===== src/rtl/uart_rx.sv =====
// 8N1 UART receiver: synchronises rxd, samples mid-bit, and holds one received
// byte in a valid/ready register with framing and overrun pulses.
module uart_rx #(
    parameter int CLKS_PER_BIT = 868,
    parameter int SYNC_STAGES  = 2
) (
    input  logic       clk,
    input  logic       reset,
    input  logic       rxd,
    output logic [7:0] rx_data,
    output logic       rx_valid,
    input  logic       rx_ready,
    output logic       rx_busy,
    output logic       rx_frame_err,
    output logic       rx_overrun
);

    localparam int CNT_W = (CLKS_PER_BIT > 1) ? $clog2(CLKS_PER_BIT) : 1;
    localparam logic [CNT_W-1:0] CNT_LAST = CNT_W'(CLKS_PER_BIT - 1);
    localparam logic [CNT_W-1:0] CNT_HALF = CNT_W'(CLKS_PER_BIT / 2 - 1);

    typedef enum logic [1:0] {
        ST_IDLE  = 2'd0,
        ST_START = 2'd1,
        ST_DATA  = 2'd2,
        ST_STOP  = 2'd3
    } state_t;

    logic [SYNC_STAGES-1:0] sync_r;
    logic                   rxd_s;
    logic                   rxd_prev_r;
    state_t                 state_r;
    logic [CNT_W-1:0]       bit_cnt_r;
    logic [2:0]             bit_idx_r;
    logic [7:0]             shift_r;
    logic                   load_pend_r;

    // Metastability synchroniser for the asynchronous serial line, preset to idle.
    always_ff @(posedge clk) begin
        if (!reset) begin
            sync_r     <= {SYNC_STAGES{1'b1}};
            rxd_prev_r <= 1'b1;
        end else begin
            sync_r     <= {sync_r[SYNC_STAGES-2:0], rxd};
            rxd_prev_r <= rxd_s;
        end
    end

    assign rxd_s = sync_r[SYNC_STAGES-1];

    // Frame FSM: start detect, mid-bit sampling, stop check and completion flags.
    always_ff @(posedge clk) begin
        if (!reset) begin
            state_r      <= ST_IDLE;
            bit_cnt_r    <= '0;
            bit_idx_r    <= 3'd0;
            shift_r      <= 8'h00;
            load_pend_r  <= 1'b0;
            rx_frame_err <= 1'b0;
            rx_busy      <= 1'b0;
        end else begin
            load_pend_r  <= 1'b0;
            rx_frame_err <= 1'b0;
            case (state_r)
                ST_IDLE: begin
                    // Only a fresh 1->0 transition starts a frame; a held-low line is ignored.
                    if (rxd_prev_r && !rxd_s) begin
                        state_r   <= ST_START;
                        bit_cnt_r <= '0;
                        rx_busy   <= 1'b1;
                    end else begin
                        rx_busy   <= 1'b0;
                    end
                end
                ST_START: begin
                    if (bit_cnt_r == CNT_HALF) begin
                        bit_cnt_r <= '0;
                        bit_idx_r <= 3'd0;
                        if (!rxd_s) begin
                            state_r <= ST_DATA;
                        end else begin
                            state_r <= ST_IDLE;
                            rx_busy <= 1'b0;
                        end
                    end else begin
                        bit_cnt_r <= bit_cnt_r + CNT_W'(1);
                    end
                end
                ST_DATA: begin
                    if (bit_cnt_r == CNT_LAST) begin
                        bit_cnt_r <= '0;
                        shift_r   <= {rxd_s, shift_r[7:1]};
                        if (bit_idx_r == 3'd7) begin
                            state_r <= ST_STOP;
                        end else begin
                            bit_idx_r <= bit_idx_r + 3'd1;
                        end
                    end else begin
                        bit_cnt_r <= bit_cnt_r + CNT_W'(1);
                    end
                end
                ST_STOP: begin
                    if (bit_cnt_r == CNT_LAST) begin
                        bit_cnt_r    <= '0;
                        state_r      <= ST_IDLE;
                        rx_busy      <= 1'b0;
                        load_pend_r  <= rxd_s;
                        rx_frame_err <= !rxd_s;
                    end else begin
                        bit_cnt_r <= bit_cnt_r + CNT_W'(1);
                    end
                end
                default: begin
                    state_r   <= ST_IDLE;
                    bit_cnt_r <= '0;
                    rx_busy   <= 1'b0;
                end
            endcase
        end
    end

    // Output holding register: loads completed bytes, handles consume and overrun.
    always_ff @(posedge clk) begin
        if (!reset) begin
            rx_data    <= 8'h00;
            rx_valid   <= 1'b0;
            rx_overrun <= 1'b0;
        end else begin
            rx_overrun <= 1'b0;
            if (load_pend_r) begin
                // A byte consumed in the same cycle frees the slot for the new one.
                if (!rx_valid || rx_ready) begin
                    rx_data  <= shift_r;
                    rx_valid <= 1'b1;
                end else begin
                    rx_overrun <= 1'b1;
                end
            end else if (rx_valid && rx_ready) begin
                rx_valid <= 1'b0;
            end else begin
                rx_valid <= rx_valid;
            end
        end
    end

endmodule


===== config.mk =====
export PLATFORM = sky130hd
export DESIGN_NAME = uart_rx
export DESIGN_NICKNAME = d
export VERILOG_FILES = /design/src/rtl/uart_rx.sv
export SDC_FILE = /design/constraint.sdc
export NUM_CORES = 1
export LEC_CHECK = 0
export ABC_AREA = 1
export CAP_MARGIN = 20
export CORE_MARGIN = 1.5
export CORE_UTILIZATION = 30
export DETAILED_ROUTE_END_ITERATION = 12
export PLACE_DENSITY_LB_ADDON = 0.08
export SETUP_SLACK_MARGIN = 0.5
export SYNTH_ARGS = -nofsm -noshare
export SYNTH_HDL_FRONTEND = slang
export SYNTH_SLANG_ARGS = --single-unit

===== constraint.sdc =====
create_clock -name clk -period 3.8 [get_ports clk]
set_input_delay 0.76 -clock clk [delete_from_list [all_inputs] [get_ports clk]]
set_output_delay 0.76 -clock clk [all_outputs]
set_load 0.1 [all_outputs]

==> results by group <==
Setup path
  – Crit-path max FO: 2
  – CP arrival: 1.78 ns
  – Reg-to-reg setup timing slack: 2.09 ns
  – Reg-to-Reg Start: bit_cnt_r[0]
  – RR Endpoint: shift_r[3]
  – Kind of critical path: reg -> out
  – Buf+Inv Stages, Crit Path: 1
  – CP Launch Type: flip-flop
  – R2r worst-path depth: 8
  – Critical Path Slowest Stage Cell: clkdlybuf4s50_1
  – Setup crit end kind: output pin
  – Crit-path cells: clkdlybuf4s50_1
  – Crit path required time: 3.04 ns
  – Worst path max stage delay: 1.14 ns
  – Largest delay share family, worst path: buffers and inverters

Route
  – DR iter-0 viols: 54
  – Antenna Nets Post-Route: 0
  – Drt wl/cell: 10.5 µm
  – DRC Markers: 0
  – Final wirelength: 3640 µm
  – DR vias: 1501
  – DR pass1 iterations: 4
  – Post-DR vias/cell: 4.31

Timing
  – Pins Over Slew Limit: 0
  – Hold WS: 0.415 ns
  – RSZ-0062 raised after global routing: false
  – Number of setup violations in the final report: 0
  – Final worst path period need: 2.54 ns
  – Hold Violations, Final: 0
  – Final Cycle Share: 66.9%
  – Max Fclk: 0.393 GHz
  – Setup TNS Final: 0 ns
  – Layout Skew: 0.00872 ns
  – Worst-Margin Slew: 0.971 ns
  – Worst rel slew slack: 35.0%

Cells and area
  – Most frequent cells in the layout: nand2_1, dfxtp_1, inv_1
  – Final #Nets: 280
  – N_diodes: 0
  – Area delta synth->final: 17.2%
  – Commonest non-fill, non-tap cell in the layout: nand2_1
  – Share of layout cells above drive strength 1: 11.4%

Power and ir drop
  – Pleak: 0.900 nW
  – Pwr Density: 387 nW/µm²
  – Internal Power: 0.000586 W
  – Part of the power in combinational logic: 13.2%
  – Sw Ratio: 29.1%
  – Clock power frac: 34.5%
  – Worst VDD drop: 0.197 mV
  – Switching pwr: 0.000241 W
  – Flop pwr share: 52.3%

Floorplan
  – Die span in y: 81.0 µm
  – Core area: 5890 µm²
  – Initial Utilization: 31.0%
  – Die boundary width: 81.0 µm
  – Io pins: 16
  – Full die area: 6550 µm²
  – Rows: 28

Clocking
  – CTS tree: built
  – Clock buffer depth: 2
  – Postcts setup bufs: 0
  – Hold_buf cts: 0
  – H-tree depth: 2
  – Clock Sink Count: 39
  – Cts repair resizes: 0
  – Num CTS Buffers: 5
  – Clock Latency Late Sink: 0.29 ns
  – Root cell of the clock tree: clkbuf_8
  – Clock-pin slew on the worst setup and hold paths: 0.08 ns

Yosys
  – Seq/Total Area, Yosys: 42.8%
  – Syn avg cell area: 7.18 µm²
  – Area contributors post-synth: dfxtp_1, nand2_1, inv_1, a21oi_1, o21ai_0
  – Seq cells post-synth: 39
  – Cells after Synth: 254
  – Yosys cell types: 29
  – Post-synth top area share: 42.8%
  – Synthesized cell area: 1820 µm²
  – Syn_nets: 262
  – Cell taking the most area after synthesis: dfxtp_1
  – YS warnings: 0

Hold path
  – Hold depth: 1
  – Worst min path class: reg -> reg
  – Worst Hold Launch: sync_r[0]
  – Hold endpoint: sync_r[1]

Global route
  – First-pass GRT wire length: 6470 µm
  – Routing usage on met2: 21.1%
  – Vias in the first global route: 1482
  – GR Util met3: 3.37%
  – Busiest layer in global routing: met2
  – Initial antenna violation count: 0
  – Largest net degree at the start of global routing: 30
  – GRT met1 Usage: 16.1%
  – All-Layer GR Usage: 12.9%
  – Residual overflow from global routing: 0

Placement
  – RePlAce Congestion: 0.684
  – HPWL after DPL: 2600 µm
  – Port Buffer Count: 15

Flow run
  – Max Cap Viol: 0

Outcome
  – Status: finished, final reports clean
==> synthesized netlist by cell type (all sizes together) <==
cell    instances
o21ai          24
clkbuf          2
nand2          68
nand3          10
ha              4
dfxtp          39
a21oi          25
inv            40
nor2           28
nand4           2
buf             3
clkinv          2
nor3            1
or2             3
xor2            3
==> cell type report <==
type / instances / area (µm²)
clock buffers: 5 / 68.8
clock inverters: 3 / 20.0
fillers: 633 / 3750
inverters: 42 / 160
multi-input cells: 168 / 855
flip-flops and latches: 39 / 781
well taps: 75 / 93.8
repair buffers: 16 / 158
==> cell families (layout without fill, tap and decap cells) <==
family | count (synthesis) | in the layout | synth area share (%)
simple gates | 112 | 112 | 28.2
compound gates | 49 | 49 | 14.5
buf+inv | 47 | 66 | 10.3
flops | 39 | 39 | 42.8
fa+ha+maj | 4 | 4 | 2.75
xor+xnor | 3 | 3 | 1.44
==> worst max-delay path by stage <==
stage | slack, ns | startpoint | to | depth (start not counted)
after floorplan | 2.08 | rx_valid | rx_data[1] | 6
after global placement | 1.46 | rx_ready | rx_data[6] | 6
after detailed placement | 1.46 | reset | sync_r[1] | 4
after CTS | 1.24 | rx_busy | rx_busy | 1
after global routing | 1.21 | rx_data[6] | rx_data[6] | 1
final | 1.26 | rx_busy | rx_busy | 1
==> routing by layer <==
| metal | share of wire (%) | vias up |
|---|---|---|
| met5 | 0 | - |
| met4 | 1.5 | 0 |
| met3 | 3.2 | 4 |
| met2 | 45 | 14 |
| met1 | 50 | 656 |
| li1 | - | 827 |
==> sequential cells by signal (all words and copies together) (netlist names), named ones only <==
| register | cells |
|---|---|
| rx_data | 8 |
| rx_frame_err | 1 |
| sync_r | 2 |
| rxd_prev_r | 1 |
| rx_valid | 1 |
| state_r | 1 |
| rx_overrun | 1 |
| load_pend_r | 1 |
| bit_idx_r | 3 |
| bit_cnt_r | 10 |
| shift_r | 8 |
| rx_busy | 1 |
==> power groups by stage <==
| stage | Combinational (W) | Clock (W) | Sequential (W) |
|---|---|---|---|
| floorplan | 0.0000846 | 0 | 0.000443 |
| global placement | 0.000113 | 0 | 0.000442 |
| detailed placement | 0.000112 | 0 | 0.000442 |
| CTS | 0.000112 | 0.000294 | 0.000432 |
| global route | 0.000130 | 0.000314 | 0.000435 |
| finish | 0.000109 | 0.000285 | 0.000432 |
==> metrics by stage <==
| step | util [%] | setup WS, ns | total power (W) | cell area, µm² | cells |
|---|---|---|---|---|---|
| 3_3_place_gp | 34.8 | 1.46 | 0.000556 | 2050 | 340 |
| 4_1_cts | 36.3 | 1.24 | 0.000838 | 2140 | 348 |
| 3_5_place_dp | 34.8 | 1.46 | 0.000554 | 2050 | 340 |
| 6_report | 36.3 | 1.26 | 0.000827 | 2140 | 348 |
| 2_1_floorplan | - | 2.08 | 0.000528 | 1820 | 254 |
| 5_1_grt | 36.3 | 1.21 | 0.000879 | 2140 | 348 |
No activity file was read; power rests on OpenSTA's default activity.
